`src/rtl/axim_rd_port_arbiter.sv`:
```
// Shares one AXI-master read control channel and its read data stream among
// NUM_PORTS requesters; one transfer in flight, round-robin or fixed priority.
module axim_rd_port_arbiter #(
  parameter int C_M_AXI_ADDR_WIDTH = 32,
  parameter int C_M_AXI_DATA_WIDTH = 32,
  parameter int C_XFER_SIZE_WIDTH  = 32,
  parameter int NUM_PORTS          = 4,
  parameter bit FIXED_PRIO         = 1'b0
) (
  input  logic                                    clk,
  input  logic                                    rstn,
  input  logic [NUM_PORTS*C_M_AXI_ADDR_WIDTH-1:0] port_addr_i,
  input  logic [NUM_PORTS*C_XFER_SIZE_WIDTH-1:0]  port_size_i,
  input  logic [NUM_PORTS-1:0]                    port_start_i,
  output logic [NUM_PORTS-1:0]                    port_busy_o,
  output logic [NUM_PORTS-1:0]                    port_done_o,
  output logic [C_M_AXI_DATA_WIDTH-1:0]           port_rdata_o,
  output logic [NUM_PORTS-1:0]                    port_rvalid_o,
  output logic [NUM_PORTS-1:0]                    port_rlast_o,
  input  logic [NUM_PORTS-1:0]                    port_rready_i,
  output logic [C_M_AXI_ADDR_WIDTH-1:0]           ctrl_raddr_offset_o,
  output logic [C_XFER_SIZE_WIDTH-1:0]            ctrl_rxfer_size_o,
  output logic                                    ctrl_rstart_o,
  input  logic                                    ctrl_rdone_i,
  input  logic [C_M_AXI_DATA_WIDTH-1:0]           rd_tdata_i,
  input  logic                                    rd_tvalid_i,
  input  logic                                    rd_tlast_i,
  output logic                                    rd_tready_o
);

  localparam int IDX_W = $clog2(NUM_PORTS);
  localparam logic [IDX_W:0]   NP_W     = (IDX_W+1)'(NUM_PORTS);
  localparam logic [IDX_W-1:0] LAST_IDX = IDX_W'(NUM_PORTS - 1);

  // GRANT is the cycle where the registered winner's size is inspected.
  typedef enum logic [2:0] {S_IDLE, S_GRANT, S_ISSUE, S_XFER, S_DONE} state_t;

  state_t                  state_q, state_d;
  logic [NUM_PORTS-1:0]    busy_q, busy_d;
  logic [NUM_PORTS-1:0]    done_q, done_d;
  logic [IDX_W-1:0]        grant_q, grant_d;
  logic [IDX_W-1:0]        rr_q, rr_d;
  logic [IDX_W-1:0]        winner;
  logic                    any_busy;
  logic [C_M_AXI_ADDR_WIDTH-1:0] addr_q [NUM_PORTS];
  logic [C_XFER_SIZE_WIDTH-1:0]  size_q [NUM_PORTS];

  always_comb begin
    logic [IDX_W:0] cand;
    winner   = '0;
    any_busy = 1'b0;
    cand     = '0;
    for (int k = 0; k < NUM_PORTS; k++) begin
      cand = FIXED_PRIO ? (IDX_W+1)'(k) : ({1'b0, rr_q} + (IDX_W+1)'(k));
      if (cand >= NP_W) cand = cand - NP_W;
      if (!any_busy && busy_q[cand[IDX_W-1:0]]) begin
        any_busy = 1'b1;
        winner   = cand[IDX_W-1:0];
      end
    end
  end

  always_comb begin
    state_d = state_q;
    grant_d = grant_q;
    rr_d    = rr_q;
    busy_d  = busy_q;
    done_d  = '0;
    for (int i = 0; i < NUM_PORTS; i++) begin
      if (port_start_i[i] && !busy_q[i]) busy_d[i] = 1'b1;
    end
    case (state_q)
      S_IDLE: begin
        if (any_busy) begin
          grant_d = winner;
          state_d = S_GRANT;
        end
      end
      S_GRANT: state_d = (size_q[grant_q] == '0) ? S_DONE : S_ISSUE;
      S_ISSUE: state_d = S_XFER;
      S_XFER:  if (ctrl_rdone_i) state_d = S_DONE;
      S_DONE: begin
        busy_d[grant_q] = 1'b0;
        if (!FIXED_PRIO) rr_d = (grant_q == LAST_IDX) ? '0 : grant_q + IDX_W'(1);
        state_d = S_IDLE;
      end
      default: state_d = S_IDLE;
    endcase
    // Done is registered so it lines up with the DONE state cycle.
    if (state_d == S_DONE) done_d[grant_q] = 1'b1;
  end

  always_ff @(posedge clk) begin
    if (!rstn) begin
      state_q <= S_IDLE;
      busy_q  <= '0;
      done_q  <= '0;
      grant_q <= '0;
      rr_q    <= '0;
    end else begin
      state_q <= state_d;
      busy_q  <= busy_d;
      done_q  <= done_d;
      grant_q <= grant_d;
      rr_q    <= rr_d;
    end
  end

  always_ff @(posedge clk) begin
    for (int i = 0; i < NUM_PORTS; i++) begin
      if (port_start_i[i] && !busy_q[i]) begin
        addr_q[i] <= port_addr_i[i*C_M_AXI_ADDR_WIDTH +: C_M_AXI_ADDR_WIDTH];
        size_q[i] <= port_size_i[i*C_XFER_SIZE_WIDTH +: C_XFER_SIZE_WIDTH];
      end
    end
  end

  always_comb begin
    ctrl_rstart_o       = (state_q == S_ISSUE);
    ctrl_raddr_offset_o = '0;
    ctrl_rxfer_size_o   = '0;
    port_rdata_o        = '0;
    port_rvalid_o       = '0;
    port_rlast_o        = '0;
    rd_tready_o         = 1'b0;
    if (state_q == S_ISSUE || state_q == S_XFER) begin
      ctrl_raddr_offset_o = addr_q[grant_q];
      ctrl_rxfer_size_o   = size_q[grant_q];
    end
    // Beats are only accepted while a transfer is actually running.
    if (state_q == S_XFER) begin
      port_rdata_o           = rd_tdata_i;
      port_rvalid_o[grant_q] = rd_tvalid_i;
      port_rlast_o[grant_q]  = rd_tvalid_i & rd_tlast_i;
      rd_tready_o            = port_rready_i[grant_q];
    end
  end

  assign port_busy_o = busy_q;
  assign port_done_o = done_q;

endmodule

```
`config.mk`:
```
export PLATFORM = sky130hd
export DESIGN_NAME = axim_rd_port_arbiter
export DESIGN_NICKNAME = d
export VERILOG_FILES = /design/src/rtl/axim_rd_port_arbiter.sv
export SDC_FILE = /design/constraint.sdc
export NUM_CORES = 1
export LEC_CHECK = 0
export CELL_PAD_IN_SITES_DETAIL_PLACEMENT = 1
export CELL_PAD_IN_SITES_GLOBAL_PLACEMENT = 2
export CORE_ASPECT_RATIO = 1.75
export CORE_MARGIN = 10
export CORE_UTILIZATION = 34
export CTS_BUF_LIST = sky130_fd_sc_hd__clkbuf_8
export CTS_CLUSTER_DIAMETER = 120
export DETAILED_ROUTE_END_ITERATION = 12
export HOLD_SLACK_MARGIN = 0.1
export PLACE_DENSITY_LB_ADDON = 0.1
export RECOVER_POWER = 25
export SETUP_SLACK_MARGIN = 0.5
export SLEW_MARGIN = 20
export SYNTH_ARGS = -nofsm -noshare
export SYNTH_HDL_FRONTEND = slang
export SYNTH_SLANG_ARGS = --single-unit
```
`constraint.sdc`:
```
create_clock -name clk -period 8.8 [get_ports clk]
set_input_delay 2.2 -clock clk [delete_from_list [all_inputs] [get_ports clk]]
set_output_delay 2.2 -clock clk [all_outputs]
set_load 0.03 [all_outputs]
```
==> summary.txt <==
Run status
  • Status: completed

Logic synthesis
  • Mapped Avg Cell Area: 19.6 sq um
  • Synth Flop Type: edfxtp_1
  • Net count after synthesis: 861
  • Sequential area share after synthesis: 0.738
  • Yosys top cell by area: edfxtp_1
  • Top cell type's share of synthesized area: 0.707
  • Yosys cell types: 36
  • YS warnings: 0
  • Top cells by area, synth: edfxtp_1 (71%), mux4_2 (13%), and2_1 (4.1%)
  • Synthesized flop and latch total: 273
  • Post-synth EDFFs: 256
  • Async SR Flop Fraction: 0
  • Mapped Cells: 556
  • Netlist Area Pre-Place: 0.0109 sq mm

Floorplan
  • CORE AREA: 0.0315 sq mm
  • Num ports: 415
  • Die Area: 0.0398 sq mm
  • Die Y: between 200 and 300 microns
  • Die W: 155 microns
  • Site Rows: between 80 and 90
  • Effective utilization at floorplan: 0.345

Critical path
  • CP peak stage delay: between 0.5 and 0.6 ns
  • Worst path bufs/invs: 2
  • CP Max Fanout: 1
  • Crit path DAT: 3.84 ns
  • Startpoint types: input port
  • Critical path's most frequent cell: clkdlybuf4s50_1
  • CP top delay family: buffers and inverters
  • Reg-to-reg setup timing slack: around 5.6 ns
  • Crit-path slowest cell: clkdlybuf4s50_1
  • Worst endpoint required time: 6.60 ns
  • Crit. End Element: output pin
  • Crit Path Class: in -> out
  • Critical-path cell list: clkdlybuf4s50_1, mux4_2, and3_1, clkdlybuf4s50_1

Worst hold path
  • HP Class: reg -> reg

Power and ir drop
  • Switching power: 0.876 mW
  • Clock power share: 0.304
  • Seq pwr share: 0.490
  • Power per cell area: 195 mW/mm^2
  • Internal Dissipation: 2.30 mW
  • Logic gate share of total power: 0.206
  • Total Power: about 3.2 mW
  • Switch share: 0.276
  • Leak: 5.66 nW
  • VDD IR max: between 0.1 and 0.15 mV

Place
  • Dpl hpwl: 29100 microns
  • Placed inst area: between 0.015 and 0.02 sq mm
  • Routability Congestion: 0.812
  • Buffers added on ports: 414

Clock tree
  • CTS Buf Count: 43
  • Max H-tree Level: 2
  • CTS tree: done
  • Worst-path clk slew: ~0.060 ns
  • Root Driver: clkbuf_8
  • Setup bufs post-CTS: 0
  • CTS resizes: 0
  • Post-CTS Hold Buffers: 0
  • Sink Count: 273
  • Longest Clk Path Bufs: 3
  • Insertion delay to the later sink of the worst-skew pair: 0.57 ns

Route
  • Via Count: 7015
  • Drt initial violations: 324
  • WL per Instance: 27.2 microns
  • Drt first pass iters: 4
  • DR vias/cell: 4.90
  • Drt drc: 0
  • Final WL: just under 40000 microns
  • Final antenna-violating net count: 0

STA
  • Post-layout min period: a little over 6 ns
  • Tightest Pin Transition: 1.05 ns
  • Post-Route Skew: about 0.034 ns
  • Slew headroom: 0.295
  • Final hold vios: 0
  • Max Freq: 0.166 GHz
  • Slew Viols, Final: 0
  • Unrepaired setup endpoints after global routing: false
  • Period utilization: 0.686
  • Final setup violation count: 0
  • Fin Setup TNS: 0 ns

Global routing
  • Vias in the first global route: 8210
  • Largest net degree at the start of global routing: 66
  • First-pass GRT wire length: 55200 microns
  • Remaining global-route overflow: 0
  • Total Routing Usage GR: 0.189
  • Initial antenna violation count: 19

Layout
  • Fill cells: 3029
  • Area Overhead vs Synth: 49.6%
  • Commonest cells after routing, fill and taps aside: edfxtp_1 (256), clkdlybuf4s50_1 (254), dlygate4sd3_1 (160), and2_1 (71), mux4_2 (61)
  • Design area: 0.0163 sq mm
  • Final net count: 1298
  • Commonest non-fill, non-tap cell in the layout: edfxtp_1
  • Share of cells above drive strength 1: 0.134

Job
  • Max-Cap Viols: 0
-- sequential cells by signal (all words and copies together), names as in the netlist, named ones only --
name         count
state_q          3
addr_q         128
port_done_o      4
rr_q             2
size_q         128
grant_q          2
port_busy_o      4
-- through the flow --
| step | hold WS [ns] | setup slack [ns] | instances | utilization |
|---|---|---|---|---|
| 2_1_floorplan | 0.551 | 3.29 | 556 | - |
| 3_3_place_gp | 0.586 | 2.74 | 1342 | 0.490 |
| 3_5_place_dp | 0.615 | 2.76 | 1343 | 0.491 |
| 4_1_cts | 0.629 | 2.75 | 1419 | 0.514 |
| 5_1_grt | 0.683 | 2.72 | 1430 | 0.516 |
| 6_report | 0.631 | 2.76 | 1432 | 0.516 |
-- path summary, 6_finish.rpt --
path	cells past startpoint	to	from
max reg2reg	6	state_q[1]$_SDFF_PN0_	flop
min	2	rr_q[1]$_SDFFE_PN0N_	rr_q[1]$_SDFFE_PN0N_
max	4	rd_tready_o	port_rready_i[3]
min reg2reg	2	rr_q[1]$_SDFFE_PN0N_	rr_q[1]$_SDFFE_PN0N_
-- cells by family after synthesis --
| kind of cell | count (synthesis) | share of synthesized area |
|---|---|---|
| flip-flops | 273 | 0.738 |
| AND/OR/NAND/NOR | 154 | 0.0897 |
| multiplexers | 67 | 0.138 |
| buffers and inverters | 34 | 0.0158 |
| AO/OA/AOI/OAI | 24 | 0.0137 |
| adder cells (fa/ha/maj) | 4 | 0.00460 |
-- synth_stat cells, drive strengths merged (6+ instances only) --
master and n:
nor2b 10, and3 38, mux4 65, clkbuf 22, nand2 6, a21oi 9
edfxtp 256, buf 9, dfxtp 17, nand3 6, o21ai 11, and2 71
nor4 9
-- worst reg2reg max path: stages, from the launching register on --
cell and delay [ns]:
dfxtp_4 0.74, buf_4 0.71, mux4_2 0.64, nor4_2 0.39, and4_4 0.30, and2_1 0.19, o21ai_1 0.10
-- power groups by stage --
stage	clock, mW	combinational [mW]	sequential (mW)
after floorplan	0	0.357	1.56
after global placement	0	0.670	1.58
after detailed placement	0	0.680	1.59
after CTS	1.00	0.684	1.56
after global routing	1.05	0.699	1.57
final	0.965	0.656	1.56
-- layer usage --
metal / vias to the layer above / part of all wire / global-route usage
li1: 3123 / - / -
met2: 277 / 0.56 / 0.348
met4: 8 / 0.036 / 0.0871
met5: - / 0.0014 / 0
met3: 74 / 0.062 / 0.0546
met1: 3533 / 0.34 / 0.188
-- area by class of cell --
class / instances / area, sq um / area share
multi-input cells: 249 / 2710 / 0.167
inverters: 3 / 11.3 / 0.000692
flip-flops and latches: 273 / 8040 / 0.494
diodes: 12 / 30.0 / 0.00185
well taps: 396 / 495 / 0.0305
repair buffers: 423 / 4240 / 0.260
clock buffers: 45 / 619 / 0.0381
clock inverters: 31 / 126 / 0.00777
No activity file was read; power rests on OpenSTA's default activity.
